--- src/rtl/voxel_gpu_cmd_master.sv ---
// Avalon-MM initiator for the voxel GPU register slave, fed by a small command FIFO.
// Optional watchdog on waitrequest/irq stalls is built when VOXEL_MASTER_TIMEOUT_EN is defined.
module voxel_gpu_cmd_master #(
    parameter int ADDR_W         = 8,
    parameter int FIFO_DEPTH     = 4,
    parameter int TIMEOUT_CYCLES = 255
) (
    input  logic              clock,
    input  logic              reset,
    input  logic              cmd_valid,
    output logic              cmd_ready,
    input  logic [1:0]        cmd_op,
    input  logic [ADDR_W-1:0] cmd_address,
    input  logic [31:0]       cmd_writedata,
    output logic              rsp_valid,
    input  logic              rsp_ready,
    output logic [31:0]       rsp_readdata,
    output logic [ADDR_W-1:0] m_address,
    output logic              m_read,
    output logic              m_write,
    output logic [31:0]       m_writedata,
    input  logic [31:0]       m_readdata,
    input  logic              m_waitrequest,
    input  logic              irq,
    output logic              busy,
    output logic              error
);

    localparam int AW = $clog2(FIFO_DEPTH);
    localparam int PW = AW + 1;

    localparam logic [1:0] OP_WR  = 2'b00;
    localparam logic [1:0] OP_RD  = 2'b01;
    localparam logic [1:0] OP_IRQ = 2'b10;

    typedef enum logic [1:0] {
        IDLE     = 2'd0,
        BUS      = 2'd1,
        RSP      = 2'd2,
        WAIT_IRQ = 2'd3
    } state_t;

    if (FIFO_DEPTH < 2 || (FIFO_DEPTH & (FIFO_DEPTH - 1)) != 0 || TIMEOUT_CYCLES < 1) begin : g_param_check
        $error("voxel_gpu_cmd_master: illegal parameter values");
    end

    // Command FIFO: extra pointer bit distinguishes full from empty.
    logic [1:0]        fifo_op   [FIFO_DEPTH];
    logic [ADDR_W-1:0] fifo_addr [FIFO_DEPTH];
    logic [31:0]       fifo_data [FIFO_DEPTH];
    logic [PW-1:0]     wr_ptr;
    logic [PW-1:0]     rd_ptr;
    logic              full;
    logic              empty;
    logic              push;
    logic              pop;
    logic [1:0]        head_op;
    logic [ADDR_W-1:0] head_addr;
    logic [31:0]       head_data;

    assign empty     = (wr_ptr == rd_ptr);
    assign full      = (wr_ptr[PW-1] != rd_ptr[PW-1]) && (wr_ptr[AW-1:0] == rd_ptr[AW-1:0]);
    assign cmd_ready = !full;
    assign push      = cmd_valid && !full;
    assign head_op   = fifo_op[rd_ptr[AW-1:0]];
    assign head_addr = fifo_addr[rd_ptr[AW-1:0]];
    assign head_data = fifo_data[rd_ptr[AW-1:0]];

    always_ff @(posedge clock or posedge reset) begin
        if (reset) begin
            wr_ptr <= '0;
            rd_ptr <= '0;
        end else begin
            if (push) wr_ptr <= wr_ptr + 1'b1;
            if (pop)  rd_ptr <= rd_ptr + 1'b1;
        end
    end

    always_ff @(posedge clock) begin
        if (push) begin
            fifo_op[wr_ptr[AW-1:0]]   <= cmd_op;
            fifo_addr[wr_ptr[AW-1:0]] <= cmd_address;
            fifo_data[wr_ptr[AW-1:0]] <= cmd_writedata;
        end
    end

    state_t     state;
    state_t     state_nxt;
    logic [1:0] cur_op;
    logic       tmo_hit;

`ifdef VOXEL_MASTER_TIMEOUT_EN
    localparam int CW = $clog2(TIMEOUT_CYCLES + 1);
    logic [CW-1:0] tmo_cnt;
    logic          stalled;
    logic          err_q;

    assign stalled = (state == BUS && m_waitrequest) || (state == WAIT_IRQ && !irq);
    assign tmo_hit = stalled && (tmo_cnt == CW'(TIMEOUT_CYCLES - 1));
    assign error   = err_q;

    // BUS/WAIT_IRQ are only entered from IDLE, so clearing outside them covers entry.
    always_ff @(posedge clock or posedge reset) begin
        if (reset) begin
            tmo_cnt <= '0;
            err_q   <= 1'b0;
        end else begin
            if (state == IDLE || state == RSP) tmo_cnt <= '0;
            else if (stalled)                  tmo_cnt <= tmo_cnt + 1'b1;
            if (tmo_hit) err_q <= 1'b1;
        end
    end
`else
    assign tmo_hit = 1'b0;
    assign error   = 1'b0;
`endif

    always_ff @(posedge clock or posedge reset) begin
        if (reset) state <= IDLE;
        else       state <= state_nxt;
    end

    always_comb begin
        state_nxt = state;
        pop       = 1'b0;
        case (state)
            IDLE: begin
                if (!empty) begin
                    pop = 1'b1;
                    case (head_op)
                        OP_WR, OP_RD: state_nxt = BUS;
                        OP_IRQ:       state_nxt = WAIT_IRQ;
                        default:      state_nxt = IDLE;
                    endcase
                end
            end
            BUS: begin
                if (!m_waitrequest || tmo_hit)
                    state_nxt = (cur_op == OP_RD) ? RSP : IDLE;
            end
            RSP: begin
                if (rsp_ready) state_nxt = IDLE;
            end
            WAIT_IRQ: begin
                if (irq || tmo_hit) state_nxt = IDLE;
            end
            default: state_nxt = IDLE;
        endcase
    end

    always_ff @(posedge clock or posedge reset) begin
        if (reset) begin
            cur_op       <= OP_WR;
            m_address    <= '0;
            m_writedata  <= '0;
            rsp_readdata <= '0;
        end else begin
            if (pop) begin
                cur_op <= head_op;
                if (head_op == OP_WR || head_op == OP_RD) begin
                    m_address   <= head_addr;
                    m_writedata <= head_data;
                end
            end
            // A timed-out read still returns a response, marked by all-ones data.
            if (state == BUS && cur_op == OP_RD) begin
                if (!m_waitrequest) rsp_readdata <= m_readdata;
                else if (tmo_hit)   rsp_readdata <= 32'hFFFF_FFFF;
            end
        end
    end

    assign m_write   = (state == BUS) && (cur_op == OP_WR);
    assign m_read    = (state == BUS) && (cur_op == OP_RD);
    assign rsp_valid = (state == RSP);
    assign busy      = !empty || (state != IDLE);

endmodule

--- config.mk ---
export PLATFORM = sky130hd
export DESIGN_NAME = voxel_gpu_cmd_master
export DESIGN_NICKNAME = d
export VERILOG_FILES = /design/src/rtl/voxel_gpu_cmd_master.sv
export SDC_FILE = /design/constraint.sdc
export NUM_CORES = 1
export LEC_CHECK = 0
export CAP_MARGIN = 20
export CORE_ASPECT_RATIO = 1.5
export CORE_UTILIZATION = 25
export CTS_BUF_LIST = sky130_fd_sc_hd__clkbuf_8 sky130_fd_sc_hd__clkbuf_16
export DETAILED_ROUTE_END_ITERATION = 10
export GPL_ROUTABILITY_DRIVEN = 0
export PLACE_DENSITY_LB_ADDON = 0.05
export SLEW_MARGIN = 40
export SYNTH_ARGS = -nofsm -noshare
export SYNTH_HDL_FRONTEND = slang
export SYNTH_SLANG_ARGS = --single-unit
--- constraint.sdc ---
create_clock -name clock -period 4.4 [get_ports clock]
set_clock_uncertainty 0.15 [all_clocks]
set_input_delay 1.32 -clock clock [delete_from_list [all_inputs] [get_ports clock]]
set_output_delay 1.32 -clock clock [all_outputs]
set_load 0.05 [all_outputs]
; Yosys cells after proc, flatten, opt, wreduce, memory -nomap -nowiden
; Memory sizes are Yosys's and may differ from the RTL's. A register that Yosys moved wholly into a read port is not among the register bits.
; Cells that the tools add are included.
[totals]
regBits = 42
ram_bits = 168
in_bits = 80
output_inout_bits = 78
elab_cells = 51
mem_count = 3
[op_classes]
n_addsub = 2
eq_ne = 13
n_mux = 11
n_bitwise = 1
reduce_logical = 16
[memory_table]
columns = memory, words, word_bits, rd, rd_ports_with_merged_regs, write_ports, line
row1 = fifo_data, 4, 32, 1, 1, 1, 50  ; logic [31:0] fifo_data [FIFO_DEPTH];
row2 = fifo_addr, 4, 8, 1, 1, 1, 49  ; logic [ADDR_W-1:0] fifo_addr [FIFO_DEPTH];
row3 = fifo_op, 4, 2, 1, 0, 1, 48  ; logic [1:0] fifo_op [FIFO_DEPTH];
[op_table]
columns = op, n
row1 = 2-to-1 mux 2 bit, 5
row2 = case mux 2 bit (4 select lines), 1
row3 = adder 3 x 1 -> 3 bit (second input constant), 2
row4 = equality test 2 x 1 -> 1 bit (second input constant), 3
row5 = equality test 2 bit (second input constant), 3
row6 = zero test 2 bit, 3
row7 = != test 2 bit (second input constant), 3
row8 = logical AND 1 bit, 4
row9 = 2-to-1 mux 1 bit, 4
row10 = case mux 2 bit (2 select lines), 1
row11 = AND reduction 2 bit, 2
row12 = AND reduction 4 bit, 1
row13 = equality test 3 bit, 1
row14 = equality test 2 bit, 1
row15 = zero test 1 bit, 2
row16 = logical OR 1 bit, 2
row17 = != test 2 x 1 -> 1 bit (second input constant), 1
row18 = nonzero test 2 bit, 1
row19 = OR reduction 2 bit, 1
row20 = != test 1 bit, 1
row21 = NOT 1 bit, 1

; Longest topological paths before layout
[depth]
ltp_word = 6
depth_mapped = 5
ltp_nobuf = 4

; Worst setup path before layout
; Ideal clock, no wire load.
[synth_path]
path_kind = input-to-reg
start = input cmd_valid
end = memory fifo_addr[3][0] (enable)
setup_ns = 0.470
t_arrival_ns = 3.578
t_required_ns = 3.780
slack_ns = 0.202
stages = 2
path_buffers = 0
path_cell_list = nand2_1 a31oi_1
[synth_between]
elab_chain_cells = 3
[synth_rtl]
columns = item, line
row1 = "start, declared", 10  ; input logic cmd_valid,
row2 = logical AND 1 bit, 64  ; assign push = cmd_valid && !full;
row3 = 2-to-1 mux 1 bit, 80  ; if (push) begin
row4 = 2-to-1 mux 1 bit (implied by the code), 82  ; fifo_addr[wr_ptr[AW-1:0]] <= cmd_address;
row5 = "end, declared", 49
; Every way passes these cells.

; Worst setup path after layout
[layout_path]
start = register rd_ptr[0]
end = output busy
[layout_between]
elab_chain_cells = 3
[layout_rtl]
columns = item, line
row1 = "start, declared", 52  ; logic [PW-1:0] rd_ptr;
row2 = "start signal, assigned", 75  ; if (pop) rd_ptr <= rd_ptr + 1'b1;
row3 = equality test 3 bit, 61  ; assign empty = (wr_ptr == rd_ptr);
row4 = zero test 1 bit, 176  ; assign busy = !empty || (state != IDLE);
row5 = logical OR 1 bit, 176
row6 = "end, declared", 25  ; output logic busy,
; Every way passes these cells.

==> impl_summary.md <==
Outcome
The run finished with clean final reports.

Timing
At the pin with the least slew margin, the transition time is 0.7378 ns. Setup repair after global routing left no endpoint under its margin. The final critical delay including setup and external delays is 3.772 ns. Dividing the final minimum period by the clock period gives 0.8572.

Adding up every negative setup slack in the final design gives 0 ns. The setup-violating endpoint count in the final report is 0. The worst-case headroom to the max-slew limit is 0.5081. The count of final max-slew check failures is 0. The final-report hold violation count is 0. The upper clock frequency limit is 265.1 MHz.

Global route
The first global-routing pass estimated 33530 microns of wire. The number of antenna violations at the first check in global routing is 1. The via count of the first global-routing pass is 5392.

Entering global routing, the biggest net connects 47 pins. After global routing the overflow that remains totals 0. Across every metal layer, demand over resource in global routing totals 0.1143.

Power and ir drop
The maximum resistive drop on vdd is 370.1 uV. The proportion of power drawn by combinational gates is 0.438. Of the total power, the clock network draws 0.208. For this design the total switching power over the nets is 3.786 mW. In this run the power density over the cells is 811.2 nW/um^2. Of the total power, the share spent switching nets is 0.3691. The sequential group share of total power is 0.354. The leakage dissipation is 4.544 nW. Cell internal power was estimated by the tool at 6.472 mW.

Final layout
In the final layout, the multi-input gates occupy 2366 sq um. The number of inserted diodes is 0. The end-of-flow core utilization is 0.3348. Fill cells in the final layout number 3592. The non-filler instance count after layout is 1127. The proportion of layout cells with a drive suffix above 1 is 0.2633. In the final layout, flip-flops and latches occupy 7102 sq um. For this run, the post-layout net count is 702. The area growth from synthesis to layout is 31.67%.

Drt
The post-detailed-route wirelength per cell is 19.44 microns. The via total after detailed routing is 4711. The mean number of vias per cell is 4.180.

The count of TritonRoute iterations in the first routing pass is 4. Once detail routing completed, the nets flagged for antenna violations numbered 0. The residual DRC count is 0. Wires add up to 21910 microns. The first routing iteration left 187 violations.

Min path
The cell depth of the worst hold path is 1. The class of the most critical hold timing path is flop to flop. The start point of the worst hold path is rsp_readdata[20]$_DFFE_PP0P_. For hold timing, the worst endpoint is rsp_readdata[20]$_DFFE_PP0P_.

Clocking
After clock tree synthesis, the repair step resized 0 gates. The CTS tree is built. The H-tree depth is 1. The buffer type at the clock tree root is clkbuf_16.

Hold repair after CTS inserted 0 buffers. Clock latency on the worst-skew pair, taken at its later pin, is 0.54 ns. The CTS sink count is 250. The post-CTS setup buffer count is 0. Counting the buffers created by CTS gives 27. In this run the deepest clock path goes through 3 buffers. The clock edge transition at the registers on the reported setup and hold paths is 0.06 ns.

Synthesis
By area, the combinational part of the netlist is dominated by multiplexers. The count of yosys warnings during synthesis is 0. The summed instance area of the synthesized netlist is 9604 sq um.

The fraction of post-synthesis cell area in the top cell type by area is 0.5253. The share of the synthesized netlist area taken by xor and xnor gates is 0.009119. The most common flop cell mapped by yosys is edfxtp_1. The cell type with the highest aggregate area in the netlist is edfxtp_1. The simple-gate share of the synthesized area is 0.01172. The arithmetic-cell share of the synthesized area counting full adders, half adders and majority gates is 0.006514. The multiplexer area fraction after synthesis is 0.2078. The mean post-synth cell area is 21.88 sq um. Synthesis produced a netlist whose cell count is 439.

The number of enable-type register cells in the synthesized netlist is 168. The most common cell in the synthesized netlist is edfxtp_1. The number of nets in the synthesized netlist is 524.

The share of the Yosys chip area taken by registers is 0.7389. Synthesis inferred 250 register bits. The area fraction in compound gates after synthesis is 0.008859. After synthesis, the share of flip-flops with an asynchronous set or reset is 0.3280.

The count of unique library cells instantiated by Yosys is 33. After synthesis, the most frequently instantiated cells are 168 x edfxtp_1, 82 x dfrtp_1, 40 x mux2_4, 40 x mux4_2, 29 x mux2_2. By area the synthesized netlist is led by edfxtp_1 53%, dfrtp_1 21%, mux4_2 9.4%, mux2_4 6.3%, mux2_2 3.4%.

Floorplan
The floorplan has 87 rows. The die height is 242.1 microns. The initial utilization of the core area, before any placement, comes to 0.2543. The area of the core is 37770 sq um. The area enclosed by the die boundary is 39220 sq um. The die boundary width is 162.0 microns. The number of primary I/O pins is 158.

Critical path
The reg-to-reg critical path endpoint is m_writedata[31]$_DFFE_PP0P_. STA puts the critical path data arrival time at 2.30 ns. In this run the register-to-register setup slack is 1.45 ns. The number of cells on the worst reg-to-reg path is 5. The startpoint identified for the worst register-to-register timing path is rd_ptr[1]$_DFFE_PP0P_.

The maximum fanout along the worst path is 3. The data required time of the critical path is 2.93 ns. The worst setup path is of the flop to primary output kind. The kind of start point of the critical path is a flop. The element type at the critical path end is a primary output.

Flow run
The number of max-cap violations is 0.

Place
After legalization and detailed placement, the total HPWL measured 13910 microns. The number of cells after detailed placement is 1077. The port buffer count is 156.
per-layer routing:
| metal | track usage | routed length, microns | up-vias |
|---|---|---|---|
| met3 | 0.02397 | 1210 | 27 |
| li1 | - | - | 2093 |
| met2 | 0.2113 | 11740 | 144 |
| met1 | 0.1285 | 8538 | 2445 |
| met5 | 0 | 13 | - |
| met4 | 0.03718 | 399 | 2 |
sequential cells by signal, summed over array words and instances, names as in the netlist:
register and flops:
cur_op 2, fifo_op 8, fifo_addr 32, wr_ptr 3, m_writedata 32, rd_ptr 3, state 2, m_address 8
fifo_data 128, rsp_readdata 32
cells by family (layout without fill, tap and decap cells):
| kind of cell | count (synthesis) | after routing |
|---|---|---|
| flip-flops | 250 | 250 |
| AND/OR/NAND/NOR | 21 | 21 |
| multiplexers | 120 | 120 |
| XOR/XNOR | 10 | 10 |
| buffers and inverters | 24 | 223 |
| AO/OA/AOI/OAI | 8 | 8 |
| adder cells (fa/ha/maj) | 5 | 5 |
| other | 1 | 1 |
through the flow:
step / hold WS (ns) / power, mW / setup WS, ns / area [sq um]
finish: 0.3386 / 10.26 / 0.6283 / 12650
detailed placement: 0.3318 / 8.309 / 0.8106 / 11810
global placement: 0.3175 / 8.276 / 0.8422 / 11800
floorplan: 0.3318 / 6.833 / 0.2018 / 9604
CTS: 0.3449 / 10.50 / 0.5784 / 12650
global route: 0.3632 / 10.80 / 0.5053 / 12650
placed cells by master (no fill, tap or decap), types with 3 or more instances in the layout:
cell type        instances
nor2b_1                  6
and2_2                   3
mux4_1                   3
edfxtp_1               168
mux2_2                  29
xnor2_1                  5
buf_12                   4
xor2_1                   5
clkinv_2                 5
nand2_1                  4
mux4_2                  40
mux2_4                  40
clkbuf_16               27
buf_4                    7
nor2_1                   4
ha_1                     5
dfrtp_1                 80
clkbuf_8                 4
clkdlybuf4s50_1        156
inv_1                   12
mux2_1                   7
clkinv_1                 4
worst max path at each step:
stage          depth (start not counted)                    endpoint             startpoint  slack [ns]
6_report                               4                        busy  rd_ptr[0]$_DFFE_PP0P_        0.63
3_3_place_gp                           4  fifo_data[1][27]$_DFFE_PP_              cmd_valid        0.84
3_5_place_dp                           4   fifo_addr[1][1]$_DFFE_PP_              cmd_valid        0.81
5_1_grt                                4                        busy  rd_ptr[0]$_DFFE_PP0P_        0.51
2_1_floorplan                          2   fifo_addr[3][0]$_DFFE_PP_              cmd_valid        0.20
4_1_cts                                4                        busy  rd_ptr[0]$_DFFE_PP0P_        0.58
layout make-up:
cell class              count  share of cell area
flip-flops and latches    250              0.5616
multi-input cells         165              0.1871
repair buffers            168              0.1349
clock buffers              31             0.05778
well taps                 489             0.04838
clock inverters            19            0.008608
inverters                   5            0.001682
worst max-delay path: stages (launching register included):
cell and delay (ns):
dfrtp_4 0.50, xor2_1 0.26, nor2_1 0.09, nand3_1 0.10
clkdlybuf4s50_1 0.82
power groups by stage:
stage	clock network, mW	logic, mW	registers, mW
2_1_floorplan	0	2.03	4.81
3_3_place_gp	0	4.62	3.66
3_5_place_dp	0	4.62	3.69
4_1_cts	2.22	4.63	3.65
5_1_grt	2.30	4.78	3.72
6_report	2.13	4.50	3.63
(Power assumes the default switching activity.)
